### src/rtl/button_iomem.sv
// button_iomem: debounced push-button peripheral with sticky W1C press/release
// events and a level interrupt, on the picosoc iomem bus.
//
// Ports:
//   clk          system clock
//   resetn       synchronous active-low reset
//   btn_raw      asynchronous button pins, bit order {C,D,L,R,U}
//   iomem_valid  request, already qualified by the top-level address decode
//   iomem_wstrb  byte write strobes, 0 = read
//   iomem_addr   byte address, only [3:2] decoded
//   iomem_wdata  write data
//   iomem_rdata  registered read data, held until the next access
//   iomem_ready  one-cycle completion pulse
//   btn_level    debounced level, 1 = pressed
//   irq          OR of (press_evt & irq_en)
//
// Register map (addr[3:2]):
//   0 STATUS  RO   [NBTN-1:0]   btn_level
//   1 EVENTS  W1C  [NBTN-1:0]   press_evt, [8+NBTN-1:8] rel_evt
//   2 IRQ_EN  RW   [NBTN-1:0]
//   3 reserved, reads 0
//
// Optional feature: define BTN_AUTOREPEAT_EN to re-raise press_evt while a
// button is held (first after REPEAT_DELAY cycles, then every REPEAT_RATE).
module button_iomem #(
    parameter int NBTN            = 5,
    parameter int DEBOUNCE_CYCLES = 648000,
    parameter bit ACTIVE_LOW      = 1'b0,
    parameter int REPEAT_DELAY    = 19440000,
    parameter int REPEAT_RATE     = 4536000
) (
    input  logic            clk,
    input  logic            resetn,
    input  logic [NBTN-1:0] btn_raw,
    input  logic            iomem_valid,
    input  logic [3:0]      iomem_wstrb,
    input  logic [31:0]     iomem_addr,
    input  logic [31:0]     iomem_wdata,
    output logic [31:0]     iomem_rdata,
    output logic            iomem_ready,
    output logic [NBTN-1:0] btn_level,
    output logic            irq
);
    localparam int CW = $clog2(DEBOUNCE_CYCLES);

    logic [NBTN-1:0] s1, s2, sync, stable, stable_nxt;
    logic [NBTN-1:0] press_evt, rel_evt, irq_en;
    logic [NBTN-1:0] press_set, rel_set, rpt_set, press_clr, rel_clr;
    logic [CW-1:0]   cnt [NBTN];
    logic [CW-1:0]   cnt_nxt [NBTN];
    logic [1:0]      sel;
    logic            acc;
    logic [31:0]     rd;
    logic            unused;

    assign unused = ^{iomem_addr[31:4], iomem_addr[1:0], iomem_wdata, iomem_wstrb[3:2]};

    assign sync      = ACTIVE_LOW ? ~s2 : s2;
    assign sel       = iomem_addr[3:2];
    assign acc       = iomem_valid && !iomem_ready;
    assign btn_level = stable;
    assign irq       = |(press_evt & irq_en);

    // A level is accepted only after it has differed from stable for
    // DEBOUNCE_CYCLES consecutive cycles; any return to stable restarts the count.
    always_comb begin
        for (int i = 0; i < NBTN; i++) begin
            stable_nxt[i] = stable[i];
            cnt_nxt[i]    = '0;
            if (sync[i] != stable[i]) begin
                if (cnt[i] == CW'(DEBOUNCE_CYCLES - 1))
                    stable_nxt[i] = sync[i];
                else
                    cnt_nxt[i] = cnt[i] + 1'b1;
            end
        end
    end

    assign press_set = (stable_nxt & ~stable) | rpt_set;
    assign rel_set   = ~stable_nxt & stable;
    assign press_clr = (acc && sel == 2'd1 && iomem_wstrb[0]) ? iomem_wdata[NBTN-1:0] : '0;
    assign rel_clr   = (acc && sel == 2'd1 && iomem_wstrb[1]) ? iomem_wdata[8 +: NBTN] : '0;

    assign rd = sel == 2'd0 ? 32'(stable) :
                sel == 2'd1 ? (32'(rel_evt) << 8) | 32'(press_evt) :
                sel == 2'd2 ? 32'(irq_en) : 32'd0;

`ifdef BTN_AUTOREPEAT_EN
    localparam int RW = $clog2(REPEAT_DELAY);
    logic [RW-1:0] rpt [NBTN];

    // After the first repeat the counter reloads so that the next terminal
    // count arrives REPEAT_RATE cycles later.
    always_ff @(posedge clk) begin
        for (int i = 0; i < NBTN; i++) begin
            if (!resetn || !stable[i])
                rpt[i] <= '0;
            else if (rpt[i] == RW'(REPEAT_DELAY - 1))
                rpt[i] <= RW'(REPEAT_DELAY - REPEAT_RATE);
            else
                rpt[i] <= rpt[i] + 1'b1;
        end
    end

    always_comb begin
        for (int i = 0; i < NBTN; i++)
            rpt_set[i] = stable[i] && rpt[i] == RW'(REPEAT_DELAY - 1);
    end
`else
    assign rpt_set = '0;
`endif

    always_ff @(posedge clk) begin
        if (!resetn) begin
            s1          <= '0;
            s2          <= '0;
            stable      <= '0;
            press_evt   <= '0;
            rel_evt     <= '0;
            irq_en      <= '0;
            iomem_ready <= 1'b0;
            iomem_rdata <= '0;
            for (int i = 0; i < NBTN; i++)
                cnt[i] <= '0;
        end else begin
            s1     <= btn_raw;
            s2     <= s1;
            stable <= stable_nxt;
            for (int i = 0; i < NBTN; i++)
                cnt[i] <= cnt_nxt[i];
            // Set is ORed after the clear so a same-cycle event survives W1C.
            press_evt <= (press_evt & ~press_clr) | press_set;
            rel_evt   <= (rel_evt & ~rel_clr) | rel_set;
            if (acc && sel == 2'd2 && iomem_wstrb[0])
                irq_en <= iomem_wdata[NBTN-1:0];
            iomem_ready <= acc;
            if (acc)
                iomem_rdata <= rd;
        end
    end
endmodule

### config.mk
export PLATFORM = sky130hd
export DESIGN_NAME = button_iomem
export DESIGN_NICKNAME = d
export VERILOG_FILES = /design/src/rtl/button_iomem.sv
export SDC_FILE = /design/constraint.sdc
export NUM_CORES = 1
export LEC_CHECK = 0
export CAP_MARGIN = 20
export CELL_PAD_IN_SITES_DETAIL_PLACEMENT = 0
export CELL_PAD_IN_SITES_GLOBAL_PLACEMENT = 2
export CORE_ASPECT_RATIO = 1.75
export CORE_MARGIN = 10
export CORE_UTILIZATION = 33
export CTS_BUF_LIST = sky130_fd_sc_hd__clkbuf_8
export CTS_CLUSTER_SIZE = 30
export DETAILED_ROUTE_END_ITERATION = 12
export HOLD_SLACK_MARGIN = 0.08
export PLACE_DENSITY_LB_ADDON = 0.1
export SLEW_MARGIN = 20
export SYNTH_ARGS = -nofsm -noshare
export SYNTH_HDL_FRONTEND = slang
export SYNTH_SLANG_ARGS = --single-unit
### constraint.sdc
create_clock -name clk -period 2.56 [get_ports clk]
set_input_delay 0.768 -clock clk [delete_from_list [all_inputs] [get_ports clk]]
set_output_delay 0.768 -clock clk [all_outputs]
set_load 0.01 [all_outputs]
==> results of run 1 <==
[what timing repair did]
item / 4_1_cts / 5_1_grt
gates resized for setup: 1 / 0
endpoints found under the setup margin: 1 / 0
endpoints found under the hold margin: 0 / 0
[metal layers]
layer | global-route usage [%] | vias up
met4 | 4.583 | 0
met3 | 3.220 | 12
met5 | 0 | -
met2 | 21.22 | 61
met1 | 13.15 | 2432
li1 | - | 2624
[cells in the final DEF, fill, tap and decap left out, types with 5 or more instances in the layout]
| master | count |
|---|---|
| a211oi_1 | 5 |
| a21boi_0 | 9 |
| a21oi_1 | 42 |
| a22oi_1 | 6 |
| and2_1 | 13 |
| and3_1 | 7 |
| and4_1 | 13 |
| buf_4 | 13 |
| clkbuf_8 | 19 |
| clkdlybuf4s50_1 | 37 |
| conb_1 | 22 |
| dfxtp_1 | 141 |
| ha_1 | 5 |
| inv_1 | 22 |
| mux2i_1 | 10 |
| nand2_1 | 35 |
| nand3_1 | 35 |
| nand4_1 | 22 |
| nor2_1 | 97 |
| nor3_1 | 13 |
| nor4_1 | 16 |
| o21a_1 | 11 |
| o21ai_0 | 20 |
| o31ai_1 | 14 |
| or2_2 | 5 |
| or3_1 | 21 |
| or4_1 | 20 |
| xnor2_1 | 36 |
| xor2_1 | 26 |
[area by class of cell]
class	instances	area share, %
inverters	22	1.117
flip-flops and latches	141	38.19
clock inverters	13	2.201
clock buffers	19	3.538
multi-input cells	535	44.15
well taps	241	4.080
repair buffers	52	6.721
[state kept, by name, summed over array words and instances, names as in the netlist]
register     flops
press_evt        5
cnt            100
iomem_rdata     10
irq_en           5
s1               5
btn_level        5
s2               5
iomem_ready      1
rel_evt          5
[Yosys cell counts, drive strengths merged]
library cell / number
conb: 1
buf: 31
o21a: 11
o21ai: 20
mux2i: 10
and3: 7
o211ai: 5
nor2b: 2
or4b: 4
a21oi: 43
nand3: 37
a22oi: 6
and4b: 1
or4: 23
a222oi: 1
or3: 21
xor2: 26
nand4b: 1
o41ai: 1
nand2: 35
and4: 13
nor4: 16
nor3b: 1
nor4b: 4
dfxtp: 141
nor2: 97
or2: 5
inv: 22
xnor2: 36
o31ai: 14
nor4bb: 3
clkbuf: 16
a211oi: 5
a21boi: 9
nand2b: 3
nor3: 13
nand4: 22
and2: 13
ha: 5
[worst paths after layout]
path | slack, ns | depth (start not counted) | startpoint | end
worst max-delay path | 0.23 | 1 | btn_level[3] | btn_level[3]
worst max register to register | 0.42 | 5 | cnt[0][97] | cnt[0][83]
worst min register to register | 0.44 | 1 | s1[1] | s2[1]
worst min-delay path | 0.44 | 1 | s1[1] | s2[1]
[cell families (layout without fill, tap and decap cells)]
| group | Yosys count | in the layout | share of synthesized area [%] |
|---|---|---|---|
| other | 1 | 22 | 0.05880 |
| AND/OR/NAND/NOR | 321 | 321 | 27.31 |
| multiplexers | 10 | 10 | 1.570 |
| XOR/XNOR | 62 | 62 | 8.515 |
| AO/OA/AOI/OAI | 115 | 115 | 11.50 |
| adder cells (fa/ha/maj) | 5 | 5 | 0.9810 |
| flip-flops | 141 | 141 | 44.26 |
| buffers and inverters | 69 | 106 | 5.807 |
[power groups by stage]
| stage | Clock (µW) | Sequential [µW] | Combinational, µW |
|---|---|---|---|
| final | 1920 | 2220 | 150 |
| after global routing | 2080 | 2220 | 165 |
| after CTS | 2000 | 2220 | 151 |
| after detailed placement | 0 | 2270 | 151 |
| after global placement | 0 | 2270 | 149 |
| after floorplan | 0 | 2270 | 95.9 |
[metrics by stage]
stage,hold slack [ns],cell area [µm²],utilization (%),cells
after floorplan,0.4119,6456,-,745
after CTS,0.4404,7391,38.67,1023
after detailed placement,0.4203,6968,36.46,991
after global placement,0.4158,6968,36.46,991
after global routing,0.4447,7391,38.67,1023
final,0.4352,7391,38.67,1023
==> flow_metrics.env, run 1 <==
export IMPL_ys_warn_count=0
export IMPL_first_iter_violations=141
export IMPL_dp_hpwl_mm=11.06
export IMPL_grt_pass1_vias=5048
export IMPL_met1Wirelength_mm=6.627
export IMPL_leakage_uw=0.002292
export IMPL_p_total_uw=4286
export IMPL_hold_violations=0
export IMPL_final_setup_tns_ns=0
export IMPL_drtAntennaViolNets=0
export IMPL_fin_crit_ns=2.331
export IMPL_finalMaxSlewViolations=0
export IMPL_post_cts_buffers=0
export IMPL_crit_arrival_ns=1.56
export IMPL_layout_nets=850
export IMPL_max_clock_freq_mhz=428.9
export IMPL_pre_cts_ws_ns=0.05103
export IMPL_antenna_found_initial=0
export IMPL_peakVddDrop_mv=0.3767
export IMPL_clk_latency_ns=0.45
export IMPL_route_detailed_drc=0
export IMPL_routed_top_layer="met4"
export IMPL_grt_pass1_wl_mm=25.05
export IMPL_die_width_um=125.1
export IMPL_internal_power_uw=3296
export IMPL_status="complete, no violations"
export IMPL_wl_met3_um=519
export IMPL_hold_buffers=0
export IMPL_clk_path_buf_depth=2
export IMPL_critPathBufInv=1
export IMPL_worstHoldPathType="flop to flop"
export IMPL_synth_top_area_share_pct=44.26
export IMPL_fp_dieH_um=203.9
export IMPL_worstPathRequired_ns=1.79
export IMPL_core_area_um2=19110
export IMPL_regArea_um2=2823
export IMPL_wirelength_mm=15.12
export IMPL_start_util_pct=33.37
export IMPL_globalRoute_totalOverflow=0
export IMPL_cts_sinks=141
export IMPL_via_per_inst=5.014
export IMPL_switching_share_pct=23.11
export IMPL_power_density_nw_per_um2=580.0
export IMPL_tightest_slew_ns=0.7693
export IMPL_cts_tree="done"
export IMPL_ios=115
export IMPL_firstDrtPassIters=4
export IMPL_num_vias=5129
export IMPL_crit_family="buffers and inverters"
export IMPL_fin_skew_ns=0.01616
export IMPL_clkPwrFrac_pct=44.7
export IMPL_crit_chain="clkdlybuf4s50_1"
export IMPL_min_period_over_period_pct=91.07
export IMPL_root_buffer="clkbuf_8"
export IMPL_setup_slack_ns=0.2286
export IMPL_p_comb_share_pct=3.5
export IMPL_num_rows=67
export IMPL_ys_seq_area_share_pct=44.26
export IMPL_slowest_delay_ns=0.64
export IMPL_fillers=1995
export IMPL_ys_top_cells_by_area="dfxtp_1 (44%), nor2_1 (5.7%), xnor2_1 (4.9%), xor2_1 (3.6%), buf_4 (3.4%)"
export IMPL_synth_avg_cell_area_um2=8.809
export IMPL_grt_max_degree=28
export IMPL_critPathCaptureType="primary output"
export IMPL_area_growth_pct=15.89
export IMPL_yosysTopAreaCell="dfxtp_1"
export IMPL_track_usage_pct=11.92
export IMPL_drive_gt1_share_pct=7.928
export IMPL_slew_headroom_pct=48.66
export IMPL_maxCapViolations=0
export IMPL_critPathKind="flop to primary output"
export IMPL_gp_congestion=0.7478
export IMPL_slowest_stage="clkdlybuf4s50_1"
export IMPL_netSwitchingPower_uw=990.7
export IMPL_cp_start_kind="flop"
export IMPL_seqPwrFrac_pct=51.8
export IMPL_multi_input_area_um2=3263
export IMPL_die_area_um2=25500
export IMPL_cp_max_fo=6
export IMPL_cts_htree_levels=4
export IMPL_cts_buffers=17
export IMPL_diodes=0
export IMPL_route_met2_wl_mm=7.770
export IMPL_numPortBuffers=38
export IMPL_rsz0062_at_grt="no"
export IMPL_synth_cell_types=45
export IMPL_syn_inst=724
export IMPL_setup_viol=0
export IMPL_synth_area_um2=6377
export IMPL_clk_pin_slew_ns=0.07
export IMPL_ys_ff_latch=141
export IMPL_avgRoutedWirePerCell_um=14.78
No activity file was read; power rests on OpenSTA's default activity.
==> inputs of run 2 (changes only) <==
--- a/config.mk
+++ b/config.mk
@@ -15,7 +15,7 @@
 export CTS_CLUSTER_SIZE = 30
 export DETAILED_ROUTE_END_ITERATION = 12
 export HOLD_SLACK_MARGIN = 0.08
-export PLACE_DENSITY_LB_ADDON = 0.1
+export PLACE_DENSITY = 0.92
 export SLEW_MARGIN = 20
 export SYNTH_ARGS = -nofsm -noshare
 export SYNTH_HDL_FRONTEND = slang
==> run 2 against run 1 <==
  * Non-clock buffer count shrank 1
  * Sequential power about the same
  * Flip-flop and latch count stayed put
  * Power is 3.7% lower
  * Cell area decreased by 0.36%
  * Clock skew is 0.0036 ns lower
  * Hold slack gained 0.0052 ns
  * Clock power down 8%
  * Sequential share of layout area increased by 0.14 points
  * Critical path depth up 2
  * Register-to-register slack better by 0.04 ns
  * Critical endpoint is now irq
==> flow_metrics.env, run 2 (synthesized netlist as in run 1, its figures left out) <==
export IMPL_track_usage_pct=11.16
export IMPL_tightest_slew_ns=0.5530
export IMPL_whs_path_depth=1
export IMPL_cts_buffers=17
export IMPL_final_setup_tns_ns=0
export IMPL_gp_congestion=0.7500
export IMPL_largest_reg_flops=100
export IMPL_final_cells=1022
export IMPL_diodes=0
export IMPL_ios=115
export IMPL_critPathKind="flop to primary output"
export IMPL_drive_gt1_share_pct=7.810
export IMPL_worstHoldPathType="flop to flop"
export IMPL_dp_hpwl_mm=10.36
export IMPL_slew_headroom_pct=62.61
export IMPL_largest_register="cnt"
export IMPL_grt_pass1_vias=5126
export IMPL_cp_max_fo=3
export IMPL_num_vias=5104
export IMPL_finalMaxSlewViolations=0
export IMPL_max_clock_freq_mhz=403.9
export IMPL_grt_pass1_wl_mm=24.03
export IMPL_leakage_uw=0.002270
export IMPL_cts_resized=0
export IMPL_hold_path_end="s2[3]"
export IMPL_min_period_over_period_pct=96.72
export IMPL_avgRoutedWirePerCell_um=13.73
export IMPL_fin_skew_ns=0.01260
export IMPL_die_area_um2=25500
export IMPL_drtAntennaViolNets=0
export IMPL_clk_latency_ns=0.44
export IMPL_hp_start="s1[3]"
export IMPL_start_util_pct=33.37
export IMPL_globalRoute_totalOverflow=0
export IMPL_core_area_um2=19110
export IMPL_maxCapViolations=0
export IMPL_stdcell_area_um2=7365
export IMPL_clk_path_buf_depth=2
export IMPL_placedInstanceArea_um2=6973
export IMPL_crit_arrival_ns=1.71
export IMPL_layout_nets=849
export IMPL_clk_pin_slew_ns=0.09
export IMPL_antenna_found_initial=0
export IMPL_firstDrtPassIters=4
export IMPL_final_common_cell="dfxtp_1"
export IMPL_power_density_nw_per_um2=560.7
export IMPL_wirelength_mm=14.04
export IMPL_fin_crit_ns=2.476
export IMPL_cts_tree="done"
export IMPL_largest_registers="cnt: 100 flops, iomem_rdata: 10 flops"
export IMPL_worstPathRequired_ns=1.79
export IMPL_root_buffer="clkbuf_8"
export IMPL_peakVddDrop_mv=0.2288
export IMPL_fp_dieH_um=203.9
export IMPL_via_per_inst=4.994
export IMPL_worstReg2RegEnd="cnt[0][89]"
export IMPL_rsz0062_at_grt="no"
export IMPL_hold_violations=0
export IMPL_first_iter_violations=250
export IMPL_reg2reg_from="cnt[0][97]"
export IMPL_setup_viol=0
export IMPL_route_detailed_drc=0
export IMPL_grt_max_degree=28
export IMPL_status="complete, no violations"
export IMPL_mostFrequentLayoutCells="dfxtp_1 (141), nor2_1 (97), a21oi_1 (42)"
export IMPL_cp_start_kind="flop"
export IMPL_r2r_cells=5
export IMPL_post_cts_buffers=0
export IMPL_area_growth_pct=15.48
export IMPL_placed_cells=990
export IMPL_numPortBuffers=38
export IMPL_cts_htree_levels=4
export IMPL_num_rows=67
export IMPL_hold_buffers=0
export IMPL_final_util_pct=38.53
export IMPL_die_width_um=125.1
export IMPL_critPathCaptureType="primary output"
export IMPL_fillers=1982
export IMPL_cts_sinks=141
export IMPL_ff2ff_setup_slack_ns=0.46
## run 2: routing by layer
| metal | track usage (%) | share of wire, % | wire [µm] | vias up |
|---|---|---|---|---|
| met3 | 2.830 | 4.6 | 643 | 13 |
| met4 | 4.913 | 1.6 | 226 | 0 |
| li1 | - | - | - | 2622 |
| met1 | 12.31 | 44 | 6138 | 2382 |
| met5 | 0 | 0 | 0 | - |
| met2 | 19.70 | 50 | 7028 | 87 |
## run 2: worst max-delay path: stages (launching register included)
cell	delay [ns]
dfxtp_1	0.33
a222oi_1	0.35
nand2_1	0.10
clkdlybuf4s50_1	0.50
## run 2: worst max path at each step
stage                             start    endpoint  slack, ns  depth (start not counted)
after detailed placement  iomem_addr[2]  rel_evt[2]       0.09                          6
after CTS                  press_evt[3]         irq       0.06                          3
after floorplan           iomem_addr[2]  rel_evt[4]       0.34                          5
after global routing       press_evt[3]         irq      0.003                          3
after global placement    iomem_addr[2]  rel_evt[3]       0.16                          6
final                      press_evt[3]         irq       0.08                          3
## run 2: area by class of cell
cell class,instances,area (µm²),area share [%]
multi-input cells,535,3263,44.31
flip-flops and latches,141,2823,38.33
repair buffers,51,503.0,6.830
well taps,241,301.5,4.094
clock buffers,19,261.5,3.551
clock inverters,13,130.1,1.767
inverters,22,82.58,1.121
## run 2: metrics by stage
step	power (µW)	hold slack [ns]	setup WS [ns]
after global placement	2421	0.4192	0.1561
after detailed placement	2420	0.4206	0.09122
after CTS	4199	0.4421	0.05703
final	4129	0.4404	0.08394
after floorplan	2368	0.4119	0.3427
after global routing	4314	0.4706	0.002851
## run 2: power breakdown
part	total (µW)	internal [µW]	switching, µW
Combinational	149	69.9	79.6
Clock	1760	843	918
Sequential	2220	2210	11.1
Total	4130	3120	1010
==> inputs of run 3 (changes only) <==
--- a/config.mk
+++ b/config.mk
@@ -9,13 +9,14 @@
 export CELL_PAD_IN_SITES_DETAIL_PLACEMENT = 0
 export CELL_PAD_IN_SITES_GLOBAL_PLACEMENT = 2
 export CORE_ASPECT_RATIO = 1.75
-export CORE_MARGIN = 10
+export CORE_MARGIN = 2
 export CORE_UTILIZATION = 33
 export CTS_BUF_LIST = sky130_fd_sc_hd__clkbuf_8
 export CTS_CLUSTER_SIZE = 30
 export DETAILED_ROUTE_END_ITERATION = 12
 export HOLD_SLACK_MARGIN = 0.08
 export PLACE_DENSITY = 0.92
+export SETUP_SLACK_MARGIN = 0.4
 export SLEW_MARGIN = 20
 export SYNTH_ARGS = -nofsm -noshare
 export SYNTH_HDL_FRONTEND = slang
==> run 3 against run 2 <==
  * Global-route usage rose by 3.2 points
  * Fmax rose by 17%
  * Clock skew rose by 0.0038 ns
  * Hold slack got worse by 0.010 ns
  * Critical path depth did not move
  * Clock-buffer cell count fell by 2
  * Sequential share of layout area fell by 0.44 points
  * Cell count rose by 0.88%
  * Power fell by 0.29%
  * Via count rose by 0.61%
  * Largest power group unchanged
  * Highest routed layer unchanged
==> flow_metrics.env, run 3 (synthesized netlist as in run 1, its figures left out) <==
export IMPL_fp_dieH_um=187.9
export IMPL_maxCapViolations=0
export IMPL_core_area_um2=19030
export IMPL_layout_nets=859
export IMPL_grt_max_degree=28
export IMPL_firstDrtPassIters=6
export IMPL_rsz0062_at_grt="yes"
export IMPL_fin_skew_ns=0.01640
export IMPL_final_util_pct=39.29
export IMPL_placedInstanceArea_um2=7004
export IMPL_critPathBufInv=1
export IMPL_slowest_delay_ns=0.33
export IMPL_placed_cells=995
export IMPL_largest_reg_flops=100
export IMPL_hold_violations=0
export IMPL_drive_gt1_share_pct=9.747
export IMPL_via_per_inst=4.981
export IMPL_reg2reg_from="cnt[0][97]"
export IMPL_num_rows=67
export IMPL_grt_pass1_vias=4938
export IMPL_max_clock_freq_mhz=471.5
export IMPL_cts_sinks=141
export IMPL_p_comb_share_pct=3.8
export IMPL_area_growth_pct=17.25
export IMPL_crit_path_start="irq_en[3]"
export IMPL_hold_buffers=0
export IMPL_final_setup_tns_ns=0
export IMPL_first_iter_violations=229
export IMPL_final_cells=1031
export IMPL_crit_chain="a222oi_1 -> nand2_1 -> clkbuf_2"
export IMPL_peakVddDrop_mv=0.2887
export IMPL_slew_headroom_pct=65.71
export IMPL_dp_hpwl_mm=9.856
export IMPL_cts_tree="done"
export IMPL_track_usage_pct=14.33
export IMPL_numPortBuffers=38
export IMPL_crit_arrival_ns=1.35
export IMPL_gp_congestion=0.7731
export IMPL_clk_latency_ns=0.45
export IMPL_fin_crit_ns=2.121
export IMPL_avgRoutedWirePerCell_um=13.39
export IMPL_ios=115
export IMPL_clkPwrFrac_pct=42.3
export IMPL_start_util_pct=33.51
export IMPL_min_period_over_period_pct=82.85
export IMPL_cts_buffers=17
export IMPL_grt_pass1_wl_mm=23.46
export IMPL_drtAntennaViolNets=0
export IMPL_route_detailed_drc=0
export IMPL_antenna_found_initial=0
export IMPL_critPathKind="flop to primary output"
export IMPL_status="complete, no violations"
export IMPL_diodes=0
export IMPL_clk_path_buf_depth=2
export IMPL_leakage_uw=0.002403
export IMPL_cp_start_kind="flop"
export IMPL_worstHoldPathType="flop to flop"
export IMPL_seqPwrFrac_pct=53.9
export IMPL_clk_pin_slew_ns=0.09
export IMPL_cp_max_fo=3
export IMPL_slowest_stage="dfxtp_1"
export IMPL_power_density_nw_per_um2=550.6
export IMPL_die_area_um2=20500
export IMPL_hp_start="s1[1]"
export IMPL_tightest_slew_ns=0.5073
export IMPL_finalMaxSlewViolations=0
export IMPL_stdcell_area_um2=7477
export IMPL_mostFrequentLayoutCells="dfxtp_1 (137), nor2_1 (97), a21oi_1 (42)"
export IMPL_worst_hold_slack_ns=0.4302
export IMPL_largest_register="cnt"
export IMPL_globalRoute_totalOverflow=0
export IMPL_critPathCaptureType="primary output"
export IMPL_setup_viol=0
export IMPL_wirelength_mm=13.81
export IMPL_largest_registers="cnt: 100 flops, iomem_rdata: 10 flops"
export IMPL_internal_power_uw=3137
export IMPL_crit_family="flip-flops"
export IMPL_num_vias=5135
export IMPL_worstPathRequired_ns=1.79
export IMPL_cts_htree_levels=4
export IMPL_root_buffer="clkbuf_8"
export IMPL_netSwitchingPower_uw=980.5
export IMPL_final_common_cell="dfxtp_1"
export IMPL_switching_share_pct=23.82
export IMPL_die_width_um=109.1
## run 3: cell types whose count changed in the layout (fill, tap and decap cells not counted), moves of 3 or more
cell	previous run	this run
buf_6	0	4
dfxtp_1	141	137
buf_4	11	17
inv_6	5	1
clkdlybuf4s50_1	38	25
clkinvlp_4	3	7
dlygate4sd2_1	0	9
dlymetal6s2s_1	0	3
## run 3: layout make-up
class	count	area, µm²
Fill cell	1949	11550
Sequential cell	141	2833
Multi-Input combinational cell	535	3294
Clock buffer	17	234.0
Timing Repair Buffer	61	584.3
Tap cell	241	301.5
Clock inverter	14	147.6
Inverter	22	82.58
## run 3: worst paths after layout
check	slack [ns]	end	cells after the start
worst min register to register	0.43	s2[1]	1
worst max register to register	0.51	cnt[0][95]	5
worst max-delay path	0.44	irq	3
worst min-delay path	0.43	s2[1]	1
## run 3: metal layers
metal	GRT usage, %	vias to the layer above	wire length, µm
li1	-	2654	-
met1	16.65	2367	6001
met2	25.30	98	6992
met3	2.607	16	583
met4	5.769	0	230
met5	0	-	0
## run 3: repair_timing
| action | CTS | global route |
|---|---|---|
| buffers inserted | 0 | 4 |
| pin swaps | 0 | 5 |
| gates resized for setup | 17 | 14 |
| endpoints found under the setup margin | 29 | 76 |
| gates cloned | 0 | 1 |
## run 3: per-stage QoR
stage / setup WS (ns) / power, µW
floorplan: 0.5127 / 2368
global placement: 0.2276 / 2423
detailed placement: 0.1968 / 2423
CTS: 0.2514 / 4180
global route: 0.3572 / 4281
finish: 0.4392 / 4117
## run 3: power groups by stage
stage | logic, µW | clock network, µW | registers (µW)
after detailed placement | 151 | 0 | 2270
after global routing | 171 | 1890 | 2220
after global placement | 151 | 0 | 2270
after floorplan | 96.4 | 0 | 2270
final | 157 | 1740 | 2220
after CTS | 152 | 1810 | 2220
